`config.mk`:
```
export PLATFORM = sky130hd
export DESIGN_NAME = mcs4_phase_decoder
export DESIGN_NICKNAME = d
export VERILOG_FILES = /design/src/rtl/mcs4_phase_decoder.sv
export SDC_FILE = /design/constraint.sdc
export NUM_CORES = 1
export LEC_CHECK = 0
export ABC_AREA = 1
export CORE_MARGIN = 3
export CORE_UTILIZATION = 40
export DETAILED_ROUTE_END_ITERATION = 8
export GPL_TIMING_DRIVEN = 1
export SYNTH_ARGS = -nofsm -noshare
export SYNTH_HDL_FRONTEND = slang
export SYNTH_SLANG_ARGS = --single-unit
```
`constraint.sdc`:
```
create_clock -name clk_i -period 1.6 [get_ports clk_i]
set_clock_uncertainty 0.2 [all_clocks]
set_input_delay 0.24 -clock clk_i [delete_from_list [all_inputs] [get_ports clk_i]]
set_output_delay 0.24 -clock clk_i [all_outputs]
set_load 0.005 [all_outputs]
```
`src/rtl/mcs4_phase_decoder.sv`:
```
// mcs4_phase_decoder: decodes MCS-4 PHI1/PHI2/SYNC into phase strobes, subcycle index, lock and fault strobes
module mcs4_phase_decoder #(
   parameter int TIMEOUT    = 12,
   parameter int LOCK_SYNCS = 2
) (
   input  logic       clk_i,
   input  logic       rst_i,
   input  logic       PHI1_i,
   input  logic       PHI2_i,
   input  logic       SYNC_i,
   output logic       phi1_fall_o,
   output logic       phi2_rise_o,
   output logic [2:0] subcycle_o,
   output logic       locked_o,
   output logic       sync_err_o,
   output logic       clk_err_o
);
   localparam int TW = $clog2(TIMEOUT + 1);
   localparam logic [TW-1:0] TO_MAX = TW'(TIMEOUT);
   localparam logic [2:0] LOCK_N = 3'(LOCK_SYNCS);
   logic          p1_q, p2_q, to_fired;
   logic [2:0]    sync_cnt, sync_cnt_n;
   logic [TW-1:0] to_cnt;
   logic          fall, rise, ovl, tmo, fault, bad, at_x3, locked_n;
   always_comb begin
      fall       = p1_q & ~PHI1_i;
      rise       = ~p2_q & PHI2_i;
      ovl        = ~PHI1_i & ~PHI2_i;
      tmo        = (to_cnt == TO_MAX) & ~to_fired;
      fault      = ovl | tmo;
      at_x3      = subcycle_o == 3'd7;
      // a SYNC is bad when it lands off X3 (after a first one) or is absent at X3
      bad        = rise & (SYNC_i ? at_x3 : (sync_cnt != 3'd0 && !at_x3));
      sync_cnt_n = !rise ? sync_cnt :
                   SYNC_i ? (at_x3 ? 3'd0 : sync_cnt) :
                   (sync_cnt == 3'd0 || !at_x3) ? 3'd1 :
                   (sync_cnt == LOCK_N) ? LOCK_N : sync_cnt + 3'd1;
      locked_n   = fault ? 1'b0 : (rise && sync_cnt_n == LOCK_N) ? 1'b1 : bad ? 1'b0 : locked_o;
   end
   always_ff @(posedge clk_i) begin
      if (rst_i) begin
         p1_q        <= 1'b1;
         p2_q        <= 1'b1;
         phi1_fall_o <= 1'b0;
         phi2_rise_o <= 1'b0;
         subcycle_o  <= 3'd0;
         locked_o    <= 1'b0;
         sync_err_o  <= 1'b0;
         clk_err_o   <= 1'b0;
         sync_cnt    <= 3'd0;
         to_cnt      <= '0;
         to_fired    <= 1'b0;
      end else begin
         p1_q        <= PHI1_i;
         p2_q        <= PHI2_i;
         phi1_fall_o <= fall;
         phi2_rise_o <= rise;
         if (rise) subcycle_o <= SYNC_i ? subcycle_o + 3'd1 : 3'd0;
         locked_o    <= locked_n;
         sync_err_o  <= bad & locked_o;
         clk_err_o   <= fault;
         sync_cnt    <= fault ? 3'd0 : sync_cnt_n;
         to_cnt      <= fall ? '0 : (to_cnt == TO_MAX ? to_cnt : to_cnt + 1'b1);
         to_fired    <= fall ? 1'b0 : (tmo | to_fired);
      end
   end
endmodule

```
==> impl_metrics.ini <==
[run_status]
status = finished with violations
violations = negative setup slack

[clock_network]
cts_max_level = 1
cts.path.max_buffers = 2
clock-root-buffer = clkbuf_4
cts_tree = yes
numCtsBuffers = 3
clk_pin_slew_ns = 0.10
clock_sinks = 18
worst_skew_pair.late_latency_ns = 0.29
hold_buffers = 0

[floorplan]
die_w_um = 51.7
start_util = 0.454
die_area_um2 = 2670
rows = 15
core-area_um2 = 1840
io_pins = 13
die_y_um = 51.7

[layout]
top_register = to_cnt
fill_cells = 175
final_cell_mix = nand2_1, buf_4, dfxtp_1
stdcell_area_um2 = 1180
multi_input_area_um2 = 454
finish.utilization = 0.644
antennaDiodeCount = 0
final_common_cell = nand2_1
regArea_um2 = 372
stdcell_count = 164
top_regs = to_cnt x4, subcycle_o x3, sync_cnt x3
drive_gt1_frac = 0.295
syn_to_final_growth_pct = 41.8
nets = 152
largest_reg_flops = 4

[place]
pre_cts_slack_ns = -0.140
hpwlAfterDp_mm = 1.30
dpl-instance-area_um2 = 1080
numPortBuffers = 12
dp.cells = 159
place_congestion = 0.783

[timing]
fmax_mhz = 623
rsz0062_at_grt = true
finalHoldViolCount = 0
maxSlewViolCount = 0
timing.slew.headroom = 0.623
timing.final.crit_share = 1.00
hold_ws_ns = 0.250
setup_violations = 1
fin_crit_ns = 1.60
setup_ws_ns = -0.00481
final.setup.tns_ns = -0.00481
worst_slew_pin_slew_ns = 0.559

[grt]
met1_usage = 0.156
grt_pass1_vias = 696
gr-max-usage-layer = met2
antenna_found_initial = 0
grt_max_degree = 11
grt_util_met3 = 0.0430
grt_overflow_total = 0
grtUsageTotal = 0.142
grt_pass1_wl_mm = 2.77
met2_usage = 0.244

[critical_path]
cpPeakStageDelay_ns = 0.51
crit_family = buffers and inverters
worst_ep_required_time_ns = 1.16
path_class = register to primary output
arrival_ns = 1.16
path_buf_inv = 1
critPathSlowestCell = clkdlybuf4s50_1
critPathMaxFanout = 3
setup.worst_path.start_class = register
crit_chain = clkdlybuf4s50_1
end_kind = primary output

[synthesis]
synth_top_area_share = 0.432
syn_nets = 121
yosysTopAreaCell = dfxtp_1
ys_types = 18
netlist_area_um2 = 835
synth.area.top_cells = dfxtp_1, nand2_1, ha_1
yosysWarningCount = 0
ys_ff_latch = 18
syn_avg_cell_area_um2 = 7.66
synthCells = 109
ys_seq_area_frac = 0.432

[power]
p_per_area_nw_per_um2 = 692
power_mw = 0.819
leakagePower_nw = 0.584
ir_worst_vdd_uv = 474

[route]
drt-wirelength-per-cell_um = 10.3
ant_nets = 0
drcViolationCount = 0
wl_mm = 1.69
dr.pass1.iters = 4
vias_per_cell = 4.67
vias = 766
drtIter0Drc = 4

[min_path]
hp-class = register to register

[flow_run]
maxCapViolCount = 0
## cells in the mapped netlist
library cell  instances
nand2_2               2
nand2_1              28
dfxtp_1              18
o21ai_2               1
xnor2_1               2
ha_1                  7
nor3_1                1
nand3_2               1
inv_1                12
nor2_1               11
nor2_2                1
a21oi_2               3
inv_2                 4
a22oi_1               1
a21oi_1               9
nand3_1               6
o21ai_0               1
or2_1                 1
## final timing paths
path / to / slack, ns / startpoint / cells past startpoint
max: locked_o / -0.005 / locked_o$_SDFFE_PP0P_ / 1
min: phi1_fall_o$_SDFF_PP0_ / 0.25 / p1_q$_SDFF_PP1_ / 2
max reg2reg: locked_o$_SDFFE_PP0P_ / 0.04 / subcycle_o[0]$_SDFFE_PP0N_ / 7
min reg2reg: phi1_fall_o$_SDFF_PP0_ / 0.25 / p1_q$_SDFF_PP1_ / 2
## logic make-up after synthesis
group	count (synthesis)	share of synthesized area
AND/OR/NAND/NOR	51	0.259
flip-flops	18	0.432
buffers and inverters	16	0.0720
AO/OA/AOI/OAI	15	0.111
adder cells (fa/ha/maj)	7	0.105
XOR/XNOR	2	0.0210
## layer usage
layer,vias up,routed length [um]
met5,-,0
met4,0,34
met3,4,74
met2,16,811
met1,342,774
li1,404,-
## cell type report
| class | count | area share |
|---|---|---|
| Tap cell | 25 | 0.0264 |
| Timing Repair Buffer | 26 | 0.195 |
| Multi-Input combinational cell | 75 | 0.384 |
| Clock buffer | 4 | 0.0307 |
| Sequential cell | 18 | 0.314 |
| Inverter | 16 | 0.0507 |
## where the power goes
| part | switching (mW) | internal (mW) | total [mW] |
|---|---|---|---|
| Combinational | 0.0391 | 0.0400 | 0.0790 |
| Sequential | 0.00701 | 0.456 | 0.463 |
| Clock | 0.138 | 0.139 | 0.277 |
| Total | 0.185 | 0.635 | 0.819 |
## timing repair
action / CTS / global route
endpoints found under the setup margin: 6 / 8
buffers inserted: 0 / 1
pin swaps: 1 / 3
gates resized for setup: 6 / 14
No activity file was read; power rests on OpenSTA's default activity.
